==> src/rtl/mat_operand_sequencer.sv <==
// Operand sequencer for the 4-lane dot-product stage: stores 4x4 A and B matrices
// and streams all 16 (row of A, column of B) operand sets, with result-aligned tags.
module mat_operand_sequencer #(
  parameter int WIDTH_A_80 = 9,
  parameter int WIDTH_B_80 = 8,
  parameter int PIPE_LAT   = 1
) (
  input  logic                  clk_80,
  input  logic                  rst_80,
  input  logic                  wr_en_80,
  input  logic                  wr_sel_80,
  input  logic [3:0]            wr_addr_80,
  input  logic [WIDTH_A_80-1:0] wr_data_80,
  input  logic                  start_80,
  output logic                  busy_80,
  output logic [WIDTH_A_80-1:0] A00_80,
  output logic [WIDTH_A_80-1:0] A01_80,
  output logic [WIDTH_A_80-1:0] A02_80,
  output logic [WIDTH_A_80-1:0] A03_80,
  output logic [WIDTH_B_80-1:0] B00_80,
  output logic [WIDTH_B_80-1:0] B01_80,
  output logic [WIDTH_B_80-1:0] B02_80,
  output logic [WIDTH_B_80-1:0] B03_80,
  output logic                  op_valid_80,
  output logic                  res_valid_80,
  output logic [1:0]            res_row_80,
  output logic [1:0]            res_col_80,
  output logic                  done_80
);

  typedef enum logic [1:0] {
    IDLE  = 2'd0,
    RUN   = 2'd1,
    DRAIN = 2'd2
  } state_t;

  localparam int CW = $clog2(PIPE_LAT + 1);

  state_t                  state;
  logic [WIDTH_A_80-1:0]   mem_a [16];
  logic [WIDTH_B_80-1:0]   mem_b [16];
  logic [WIDTH_A_80-1:0]   a_op  [4];
  logic [WIDTH_B_80-1:0]   b_op  [4];
  logic [1:0]              row;
  logic [1:0]              col;
  logic [CW-1:0]           drain_cnt;
  logic [3:0]              nxt_idx;
  logic [1:0]              nxt_row;
  logic [1:0]              nxt_col;
  logic                    wr_ok;
  logic                    launch;
  logic                    dv [PIPE_LAT];
  logic [1:0]              dr [PIPE_LAT];
  logic [1:0]              dc [PIPE_LAT];

  // Handshake: start_80 is taken only while busy_80=0 and no write is requested;
  // busy_80 then stays high through RUN and DRAIN, and drops in the done_80 cycle.
  assign wr_ok   = wr_en_80 && (state == IDLE);
  assign launch  = start_80 && !wr_en_80 && (state == IDLE);
  assign nxt_idx = (state == IDLE) ? 4'd0 : ({row, col} + 4'd1);
  assign nxt_row = nxt_idx[3:2];
  assign nxt_col = nxt_idx[1:0];

  always_ff @(posedge clk_80) begin
    if (rst_80) begin
      for (int e = 0; e < 16; e++) begin
        mem_a[e] <= '0;
        mem_b[e] <= '0;
      end
    end else if (wr_ok) begin
      if (wr_sel_80) mem_b[wr_addr_80] <= wr_data_80[WIDTH_B_80-1:0];
      else           mem_a[wr_addr_80] <= wr_data_80;
    end
  end

  always_ff @(posedge clk_80) begin
    if (rst_80) begin
      state       <= IDLE;
      row         <= 2'd0;
      col         <= 2'd0;
      drain_cnt   <= '0;
      busy_80     <= 1'b0;
      op_valid_80 <= 1'b0;
      done_80     <= 1'b0;
      for (int k = 0; k < 4; k++) begin
        a_op[k] <= '0;
        b_op[k] <= '0;
      end
    end else begin
      done_80 <= 1'b0;
      case (state)
        IDLE: begin
          if (launch) begin
            state       <= RUN;
            busy_80     <= 1'b1;
            op_valid_80 <= 1'b1;
            row         <= 2'd0;
            col         <= 2'd0;
            for (int k = 0; k < 4; k++) begin
              a_op[k] <= mem_a[{nxt_row, 2'(k)}];
              b_op[k] <= mem_b[{2'(k), nxt_col}];
            end
          end
        end
        RUN: begin
          if ({row, col} == 4'hF) begin
            state       <= DRAIN;
            op_valid_80 <= 1'b0;
            drain_cnt   <= '0;
            for (int k = 0; k < 4; k++) begin
              a_op[k] <= '0;
              b_op[k] <= '0;
            end
          end else begin
            row <= nxt_row;
            col <= nxt_col;
            for (int k = 0; k < 4; k++) begin
              a_op[k] <= mem_a[{nxt_row, 2'(k)}];
              b_op[k] <= mem_b[{2'(k), nxt_col}];
            end
          end
        end
        DRAIN: begin
          // Hold off done_80 until the last result has left the downstream register.
          if (drain_cnt == CW'(PIPE_LAT - 1)) begin
            state   <= IDLE;
            busy_80 <= 1'b0;
            done_80 <= 1'b1;
          end else begin
            drain_cnt <= drain_cnt + 1'b1;
          end
        end
        default: state <= IDLE;
      endcase
    end
  end

  // Tags ride alongside op_valid_80 and are forced to zero outside valid cycles.
  always_ff @(posedge clk_80) begin
    if (rst_80) begin
      for (int s = 0; s < PIPE_LAT; s++) begin
        dv[s] <= 1'b0;
        dr[s] <= 2'd0;
        dc[s] <= 2'd0;
      end
    end else begin
      dv[0] <= op_valid_80;
      dr[0] <= op_valid_80 ? row : 2'd0;
      dc[0] <= op_valid_80 ? col : 2'd0;
      for (int s = 1; s < PIPE_LAT; s++) begin
        dv[s] <= dv[s-1];
        dr[s] <= dr[s-1];
        dc[s] <= dc[s-1];
      end
    end
  end

  assign res_valid_80 = dv[PIPE_LAT-1];
  assign res_row_80   = dr[PIPE_LAT-1];
  assign res_col_80   = dc[PIPE_LAT-1];

  assign A00_80 = a_op[0];
  assign A01_80 = a_op[1];
  assign A02_80 = a_op[2];
  assign A03_80 = a_op[3];
  assign B00_80 = b_op[0];
  assign B01_80 = b_op[1];
  assign B02_80 = b_op[2];
  assign B03_80 = b_op[3];

endmodule

==> config.mk <==
export PLATFORM = sky130hd
export DESIGN_NAME = mat_operand_sequencer
export DESIGN_NICKNAME = d
export VERILOG_FILES = /design/src/rtl/mat_operand_sequencer.sv
export SDC_FILE = /design/constraint.sdc
export NUM_CORES = 1
export LEC_CHECK = 0
export ABC_CLOCK_PERIOD_IN_PS = 6450
export BUFFER_PORTS_ARGS = -buffer_cell sky130_fd_sc_hd__buf_4
export CORE_MARGIN = 5
export CORE_UTILIZATION = 62
export DETAILED_ROUTE_END_ITERATION = 10
export GPL_ROUTABILITY_DRIVEN = 0
export PLACE_DENSITY_LB_ADDON = 0.15
export SYNTH_ARGS = -nofsm -noshare
export SYNTH_HDL_FRONTEND = slang
export SYNTH_SLANG_ARGS = --single-unit
==> constraint.sdc <==
create_clock -name clk_80 -period 6.45 [get_ports clk_80]
set_clock_uncertainty 0.05 [all_clocks]
set_input_delay 0.3225 -clock clk_80 [delete_from_list [all_inputs] [get_ports clk_80]]
set_output_delay 0.3225 -clock clk_80 [all_outputs]
set_load 0.02 [all_outputs]
==> out/results.ini <==
[yosys]
seq_area_frac_synth_pct = 71.3
ys_types = 41
synthArstFlopShare_pct = 0
syn_avg_cell_area_um2 = 13.0
synth_largest_area_cell = edfxtp_1
synth_fp_nets = 1147
ys.flop_type = edfxtp_1
netlist_top_cells_area = edfxtp_1 (69%), nor2_1 (7.1%), mux2i_1 (5.4%)
netlist.area_leader.share_pct = 69.4
ys_seq_elements = 354
syn_inst = 1128
synth-edff-count = 340
synthesis.area_um2 = 14700
synth-warning-count = 0

[timing]
fmax_mhz = 261
fin_ws_ps = 2620
rsz0062_at_grt = no
finalSetupViolations = 0
period_needed_ps = 3830
relSlewSlack_pct = 11.6
slew_violations = 0
hold_viol = 0
finalCritPeriodShare_pct = 59.4
setup_tns_ps = 0
worstMarginPinSlew_ps = 1310

[clock_network]
cts_sinks = 354
cts_max_level = 2
post_cts_buffers = 0
cts_root_buf = clkbuf_16
path_clk_slew_ps = 60
cts_tree = yes
clockBufferDepth = 3
cts-buffers-inserted = 37
clk_latency_ps = 520

[finish]
num-fill-cells = 1647
fin_nets = 1227
drive_above_1_share_pct = 16.4
syn_to_final_growth_pct = 14.0

[global_route]
grt_max_degree = 53
overflow = 0
grt_usage_pct = 27.4
grt_pass1_wl_um = 54600
grt_antenna_before_repair = 1
grt_pass1_vias = 9189

[placement]
portBuffers = 93
pre_cts_ws_ps = 2740
dp_hpwl_um = 24900

[power_and_ir_drop]
p_int_mw = 3.89
sequentialPowerShare_pct = 53.0
peakVddDrop_mv = 0.207
p_leak_nw = 5.73
power_frac_clock_pct = 39.5
powerDensity_nw_per_um2 = 300
switching_share_pct = 22.8
power_frac_comb_pct = 7.6
p_sw_mw = 1.15
power_mw = 5.04

[worst_setup_path]
cp-start-kind = input pin
crit_arrival_ps = 3910
r2r.worst_path.cells = 4
worstReg2RegEnd = mem_b[0][6]
critPathMaxFanout = 28
crit_type = in2reg
rrSetupSlack_ps = 2660
endpoint_kind = flop
cp_data_required_time_ps = 6530
crit_start = rst_80
critPathCapture = mem_b[0][6]
reg2reg_from = state[1]

[outcome]
status = finished clean

[detailed_routing]
postRouteAntennaNets = 0
drt_iter0_markers = 1197
drc_errors = 0
routedWlPerCell_um = 23.8
routed_wl_um = 37000
vias = 9575
drtPass1Iterations = 6
via_per_inst = 6.16

[floorplan]
die_h_um = 164
initial_core_util_pct = 62.9
ioPinCount = 94
die_w_um = 164
row_count = 56
core_region_area_um2 = 23400
dieArea_um2 = 26900

[job]
cap_violations = 0

[min_path]
hp-class = in2reg

## registers in the layout, summed over array words and instances (netlist names)
name	count
state	2
b_op	32
col	2
row	2
done_80	1
op_valid_80	1
mem_b	128
dr	2
busy_80	1
mem_a	144
a_op	36
dv	1
dc	2
## critical path: stages
cell and delay (ps):
dlygate4sd3_1 540, buf_4 170, nor3_4 230, nand3_1 670, or3_1 930, o31ai_1 1040
## area by class of cell
class                           instances  area, µm²  area share (%)
Sequential cell                       354      10500            62.6
Tap cell                              319        399            2.38
Clock buffer                           50       1020            6.07
Antenna cell                            1       2.50          0.0149
Timing Repair Buffer                  113        851            5.07
Clock inverter                         15        100           0.597
Multi-Input combinational cell        691       3870            23.1
Inverter                               11       43.8           0.261
## repair_timing
| action | 4_1_cts | 5_1_grt |
|---|---|---|
| gates resized for setup | 0 | 0 |
| hold buffers | 1 | 0 |
| endpoints found under the hold margin | 3 | 0 |
## cell usage in the layout, fill, tap and decap left out, types with 2 or more instances in the layout
master and count:
edfxtp_1 340, nor2_1 277, buf_4 112, nand2_1 100, mux2i_1 80, clkbuf_16 39, a21oi_1 35, o22ai_1 34
a22oi_1 32, o21ai_0 27, mux2_2 25, dfxtp_1 13, nand3_1 12, clkbuf_1 11, inv_1 10, nor3_1 10
and2_1 8, o211a_1 7, nand2b_1 6, nor2b_1 6, o31ai_1 6, clkinv_2 6, clkinv_1 6, o22ai_2 4
and3_1 3, or3_1 2, inv_6 2
## power groups by stage
stage / Combinational, mW / Clock (mW) / Sequential, mW
2_1_floorplan: 0.169 / 0 / 2.75
5_1_grt: 0.399 / 2.11 / 2.67
4_1_cts: 0.379 / 2.00 / 2.67
3_3_place_gp: 0.371 / 0 / 2.71
6_report: 0.382 / 1.99 / 2.67
3_5_place_dp: 0.377 / 0 / 2.71
## through the flow
step	hold slack, ps	cells	instance area (µm²)	utilization (%)
final	163	1554	16800	71.7
after global routing	192	1553	16800	71.7
after CTS	140	1553	16800	71.7
after detailed placement	445	1487	15600	66.8
after global placement	440	1487	15600	66.8
after floorplan	423	1128	14700	-
## cells in the mapped netlist (all sizes together) (7+ instances only)
master,n
edfxtp,340
nor2,279
nand2,101
mux2i,80
clkbuf,43
o22ai,38
a21oi,35
a22oi,32
o21ai,30
buf,29
mux2,25
dfxtp,14
nand3,12
nor3,12
inv,11
and2,8
o211a,7
## worst min path at each step
| stage | start | endpoint | slack (ps) | cells past startpoint |
|---|---|---|---|---|
| after CTS | wr_en_80 | busy_80 | 140 | 4 |
| after global placement | busy_80 | busy_80 | 440 | 2 |
| after global routing | wr_data_80[1] | mem_b[2][1] | 190 | 3 |
| after floorplan | col[1] | col[1] | 420 | 2 |
| final | wr_en_80 | busy_80 | 160 | 4 |
| after detailed placement | busy_80 | busy_80 | 440 | 2 |
## metal layers
| layer | vias up | wire length, µm | part of all wire, % | global-route usage [%] |
|---|---|---|---|---|
| li1 | 4231 | - | - | - |
| met1 | 4668 | 14600 | 39 | 38.6 |
| met2 | 570 | 17500 | 47 | 43.5 |
| met3 | 104 | 3700 | 10 | 5.75 |
| met4 | 2 | 1150 | 3.1 | 8.92 |
| met5 | - | 13 | 0.035 | 0 |
## kinds of logic after synthesis
kind of cell,after synthesis,synth area share [%]
compound gates,149,6.54
mux,105,7.35
flops,354,71.3
buf+inv,83,2.54
simple gates,435,12.1
fa+ha+maj,1,0.0850
xor+xnor,1,0.0595
(Power assumes the default switching activity.)
